### src/rtl/iomem_arbiter.sv
// Two-master round-robin arbiter in front of a single iomem-style slave.
// One transaction is outstanding at a time: IDLE grants a master and
// registers its request, BUSY holds it until the slave answers or the
// timeout expires, and RESP returns a one-cycle ready pulse to the owner.
module iomem_arbiter #(
  parameter int          TIMEOUT  = 64,
  parameter logic [31:0] ERR_DATA = 32'hFFFF_FFFF
) (
  input  logic        clk,
  input  logic        resetn,

  input  logic        m0_valid,
  input  logic [3:0]  m0_wstrb,
  input  logic [31:0] m0_addr,
  input  logic [31:0] m0_wdata,
  output logic        m0_ready,
  output logic [31:0] m0_rdata,

  input  logic        m1_valid,
  input  logic [3:0]  m1_wstrb,
  input  logic [31:0] m1_addr,
  input  logic [31:0] m1_wdata,
  output logic        m1_ready,
  output logic [31:0] m1_rdata,

  output logic        s_valid,
  output logic [3:0]  s_wstrb,
  output logic [31:0] s_addr,
  output logic [31:0] s_wdata,
  input  logic        s_ready,
  input  logic [31:0] s_rdata,

  output logic        grant,
  output logic        timeout_err
);

  localparam logic [1:0] IDLE = 2'd0;
  localparam logic [1:0] BUSY = 2'd1;
  localparam logic [1:0] RESP = 2'd2;

  // Last BUSY count at which a missing s_ready aborts the transaction.
  localparam logic [7:0] TO_LAST = 8'(TIMEOUT - 1);

  logic [1:0] state;
  logic [1:0] state_nxt;
  logic [7:0] to_cnt;
  logic       last_grant;
  logic       pick_valid;
  logic       pick;
  logic       start;
  logic       finish_ok;
  logic       finish_to;

  // Round-robin choice among the masters requesting this cycle.
  // NOTE: every output of an always_comb gets a default first, so no path
  // leaves it unassigned and no latch is inferred.
  always_comb begin
    pick_valid = m0_valid | m1_valid;
    pick       = 1'b0;
    if (m0_valid && m1_valid) begin
      pick = ~last_grant;
    end else if (m1_valid) begin
      pick = 1'b1;
    end
  end

  // A slave response on the final timeout cycle counts as a normal completion.
  assign start     = (state == IDLE) && pick_valid;
  assign finish_ok = (state == BUSY) && s_ready;
  assign finish_to = (state == BUSY) && !s_ready && (to_cnt == TO_LAST);

  // Next-state selection for the IDLE -> BUSY -> RESP -> IDLE cycle.
  always_comb begin
    state_nxt = state;
    case (state)
      IDLE:    if (start) state_nxt = BUSY;
      BUSY:    if (finish_ok || finish_to) state_nxt = RESP;
      RESP:    state_nxt = IDLE;
      default: state_nxt = IDLE;
    endcase
  end

  // State register; reset aborts any transaction in flight.
  // NOTE: clocked state is written with non-blocking assignments so every
  // register samples pre-edge values regardless of statement order.
  always_ff @(posedge clk) begin
    if (!resetn) begin
      state <= IDLE;
    end else begin
      state <= state_nxt;
    end
  end

  // Timeout counter: cleared on grant, counts BUSY cycles without s_ready.
  always_ff @(posedge clk) begin
    if (!resetn) begin
      to_cnt <= 8'd0;
    end else if (start) begin
      to_cnt <= 8'd0;
    end else if ((state == BUSY) && !s_ready) begin
      to_cnt <= to_cnt + 8'd1;
    end
  end

  // Slave-side request registers and ownership tracking.
  // last_grant resets to 1 so master 0 wins the first contention.
  always_ff @(posedge clk) begin
    if (!resetn) begin
      s_valid    <= 1'b0;
      s_wstrb    <= 4'd0;
      s_addr     <= 32'd0;
      s_wdata    <= 32'd0;
      grant      <= 1'b0;
      last_grant <= 1'b1;
    end else if (start) begin
      s_valid    <= 1'b1;
      s_wstrb    <= pick ? m1_wstrb : m0_wstrb;
      s_addr     <= pick ? m1_addr  : m0_addr;
      s_wdata    <= pick ? m1_wdata : m0_wdata;
      grant      <= pick;
      last_grant <= pick;
    end else if (finish_ok || finish_to) begin
      s_valid    <= 1'b0;
    end
  end

  // Master-side response: read data capture and one-cycle ready/error pulses.
  always_ff @(posedge clk) begin
    if (!resetn) begin
      m0_ready    <= 1'b0;
      m1_ready    <= 1'b0;
      m0_rdata    <= 32'd0;
      m1_rdata    <= 32'd0;
      timeout_err <= 1'b0;
    end else begin
      m0_ready    <= 1'b0;
      m1_ready    <= 1'b0;
      timeout_err <= 1'b0;
      if (finish_ok || finish_to) begin
        if (grant) begin
          m1_ready <= 1'b1;
          m1_rdata <= finish_ok ? s_rdata : ERR_DATA;
        end else begin
          m0_ready <= 1'b1;
          m0_rdata <= finish_ok ? s_rdata : ERR_DATA;
        end
        timeout_err <= finish_to;
      end
    end
  end

endmodule

### config.mk
export PLATFORM = sky130hd
export DESIGN_NAME = iomem_arbiter
export DESIGN_NICKNAME = d
export VERILOG_FILES = /design/src/rtl/iomem_arbiter.sv
export SDC_FILE = /design/constraint.sdc
export NUM_CORES = 1
export LEC_CHECK = 0
export BUFFER_PORTS_ARGS = -buffer_cell sky130_fd_sc_hd__buf_2
export CELL_PAD_IN_SITES_DETAIL_PLACEMENT = 0
export CELL_PAD_IN_SITES_GLOBAL_PLACEMENT = 1
export CORE_ASPECT_RATIO = 1.75
export CORE_MARGIN = 2
export CORE_UTILIZATION = 35
export CTS_CLUSTER_DIAMETER = 40
export CTS_CLUSTER_SIZE = 24
export DETAILED_ROUTE_END_ITERATION = 12
export GPL_TIMING_DRIVEN = 0
export PLACE_DENSITY_LB_ADDON = 0.1
export SYNTH_ARGS = -nofsm -noshare
export SYNTH_HDL_FRONTEND = slang
export SYNTH_SLANG_ARGS = --single-unit
### constraint.sdc
create_clock -name clk -period 5.14 [get_ports clk]
set_clock_uncertainty 0.15 [all_clocks]
set_input_delay 1.028 -clock clk [delete_from_list [all_inputs] [get_ports clk]]
set_output_delay 1.028 -clock clk [all_outputs]
set_load 0.1 [all_outputs]
==> results summary <==
The analysis attributes to cell leakage a power of about 3.8 nW. The finished layout cell area is 8470 sq um. In this run, CTS created clock tree buffers numbering 17.

In this run the horizontal extent of the chip is just over 100 um. After technology mapping, the gate count stands at ~700. In the layout the commonest cells are sky130_fd_sc_hd__buf_2 (314), sky130_fd_sc_hd__dfxtp_1 (148), sky130_fd_sc_hd__a21oi_1 (140), sky130_fd_sc_hd__nor2_1 (70), sky130_fd_sc_hd__mux2i_1 (70). The half-perimeter wire length of the detailed placement result came out at 16.5 mm. The hold violation count in the final report is 0.

The maximum buffer depth of the clock tree came out at 2. Across the run, the number of max-cap violations was 0. The final route contains approximately 6,200 vias. The via count of the first global-routing pass is 6,094.

The run finished with clean final reports. For this design, the sink count on the clock tree is between 100 and 150. The clock period minus worst slack came out at roughly 2.6 ns. The min-delay analysis places its worst path in the category flop to flop.

The cell sitting at the root of the clock tree is a sky130_fd_sc_hd__clkbuf_16. The number of different library cells in the post-synthesis netlist is 39. The average size of a mapped cell came out at 8.95 sq um.

After floorplanning, the core was divided into 63 placement rows. The sum of overflow across all layers after global routing came out at 0. The number of buffer and inverter stages on the critical path came out at 1.

STA puts the critical path data arrival time at 1.40 ns. The power density over the cells came out at roughly 420 nW/um^2. The Yosys warning count is 0. The worst pin sits at a relative slew slack of between 40% and 50%.

The number of gates resized after CTS came out at 0. Post-CTS timing repair inserted 0 buffers for setup. The maximum vdd ir drop is 0.201 mV.

The number of top-level pins is between 300 and 400. The number of H-tree branching levels is 4. The placed cell area came out at between 7000 and 8000 sq um.

The required time of the critical path came out at 3.96 ns. The clock latency at the later pin of the worst-skew pair came out at roughly 0.4 ns. The number of nets in the synthesized netlist is between 800 and 900. Using the TritonRoute via totals, the vias-per-cell ratio works out to about 4.9.

The cell type with the largest total area after synthesis is sky130_fd_sc_hd__dfxtp_1. STA classifies the critical path endpoint as an output port. The final layout contains 1,182 nets. In the global route stage, overall resource usage came out at approximately 22%. The DRC violation count after routing came out at 0. The maximum number of pins on one net before global-route repair came out at 17. The count of filler cells inserted in the layout came out at 1,796. The worst-case hold slack is 0.329 ns. The final wirelength came out at approximately 21 mm. Walking the worst path, the cells encountered are buf_2.

In this run the remaining antenna-violating nets after routing total 0. The proportion of netlist area held by the largest area contributor came out at between 40% and 50%. In the post-synthesis netlist, the biggest area contributors are sky130_fd_sc_hd__dfxtp_1 (49%), sky130_fd_sc_hd__a21oi_1 (11%), sky130_fd_sc_hd__mux2i_1 (11%), sky130_fd_sc_hd__a211oi_1 (8.4%), sky130_fd_sc_hd__o21ai_0 (5.5%).

The routed wire length per instance is 16.6 um. The startpoint type of the worst setup path is a flop. The largest incremental delay on the critical path is around 0.50 ns. The post-synthesis to final-layout area growth came out at 39.0%.

The overall power of the completed layout is 0.00358 W. Setup repair after global routing left no endpoint under its margin. The die area came out at about 19,000 sq um. The DRC marker count from the first detailed-route iteration is between 150 and 200. The clock-pin transition on the worst setup and hold timing paths came out at roughly 0.060 ns. TritonCTS built the clock tree. Setup violations remaining at the end of the flow were counted as 0. The number of search-and-repair iterations in the first detailed-routing pass is 4. The kind of critical path is flop to output port.

The max-slew violation total from the final report is 0. At the end of routability-driven placement, the weighted congestion stood at just under 0.8. The share of the yosys chip area belonging to registers is about half. The global-route wire length before repair is around 32 mm.

The synthesized design contains around 150 register bits. During placement, the flow inserted port buffers numbering around 300. Summing all multi-input logic gate instances after layout gives between 2000 and 3000 sq um.

Of the cells placed in the final design, the portion with a size suffix greater than 1 is 34.5%. In this design, the largest share of critical-path delay is due to buffers and inverters. The number of hold buffers added after cts came out at 0. The pin slew with the least headroom to its limit came out at ~0.81 ns. The number of antenna violations at the first check in global routing came out at 1. The leading cell type in the layout, fill and taps excluded is sky130_fd_sc_hd__buf_2.

The die is approximately 180 um tall. The effective utilization at floorplan is a little over a third. The area inside the core boundary came out at approximately 17,000 sq um. The area taken by flip-flops and latches is around 3000 sq um. The maximum fanout along the worst path is 10. The area of the mapped netlist came out at about 6100 sq um. In the final timing run, aggregate negative setup slack is 0 ns. The final clock period utilization by the worst path is between 50% and 60%. The cell at the slowest stage of the critical path is sky130_fd_sc_hd__buf_2. Static timing analysis puts the maximum clock frequency at between 0.3 and 0.4 GHz.
[power by group]
part           internal [W]  switching (W)  leakage (nW)  total [W]
Sequential          0.00124      0.0000486          1.22    0.00129
Clock              0.000633       0.000526         0.259    0.00116
Combinational      0.000228       0.000908          2.31    0.00114
[metal layers]
metal	routed length, um	vias to the layer above	track usage, %	share of wire (%)
met5	0	-	0	0
met4	221	0	6.14	1.1
li1	-	3125	-	-
met3	1390	13	5.74	6.7
met2	11300	223	42.5	55
met1	7760	2789	22.5	37
[Yosys cell counts, drive strengths merged]
library cell	number
and3	2
nand3	2
mux2i	70
ha	1
a21oi	140
or4	2
a21o	1
or3b	1
nor4bb	1
and4b	1
a21boi	1
o21a	1
inv	3
nor4	1
nand2	6
nor2	70
nand4b	2
and4bb	1
o21ai	67
dfxtp	148
nor2b	1
and4	1
a211o	2
o31ai	2
nand2b	1
o221a	1
buf	9
a211oi	68
nand4	2
nor3b	3
xnor2	2
nand4bb	1
o211ai	2
or2	2
nor3	2
clkbuf	61
[final timing paths]
kind | cells past startpoint | slack (ns) | end | startpoint
worst max-delay path | 1 | 2.57 | grant | grant
worst min-delay path | 2 | 0.33 | to_cnt[1] | to_cnt[1]
worst max register to register | 5 | 2.99 | s_wdata[14] | state[1]
worst min register to register | 2 | 0.33 | to_cnt[1] | to_cnt[1]
[kinds of logic (layout without fill, tap and decap cells)]
kind of cell / count (synthesis) / count (layout) / share of synthesized area, %
other cells: 0 / 1 / 0
xor+xnor: 2 / 2 / 0.288
fa+ha+maj: 1 / 1 / 0.205
compound gates: 285 / 285 / 26.7
flops: 148 / 148 / 48.6
mux: 70 / 70 / 11.5
simple gates: 102 / 102 / 7.84
buf+inv: 73 / 413 / 4.83
[layout make-up]
class	count	area share [%]
Antenna cell	1	0.0295
Clock buffer	18	5.07
Timing Repair Buffer	308	18.2
Tap cell	227	3.35
Clock inverter	14	1.40
Buffer	70	3.34
Inverter	3	0.133
Multi-Input combinational cell	460	33.5
Sequential cell	148	35.0
[registers in the layout (all words and copies together), names as in the netlist, 2 cells and up]
register and cells:
s_addr 32, state 2, to_cnt 8, m0_rdata 32, s_wdata 32, m1_rdata 32
s_wstrb 4
[through the flow]
step                setup WS (ns)  cells  utilization [%]
floorplan                    2.82    681                -
global placement             2.18   1216             46.5
detailed placement           2.17   1216             46.5
CTS                          2.54   1248             49.7
global route                 2.49   1249             49.7
finish                       2.57   1249             49.7
[worst reg2reg max path: cells and delay by family (launching register included)]
kind / cells / cell delay (ns)
and+or+nand+nor: 1 / 0.64
DFF: 1 / 0.31
AOI/OAI and AO/OA: 2 / 0.35
buffers and inverters: 2 / 0.60
(Power assumes the default switching activity.)
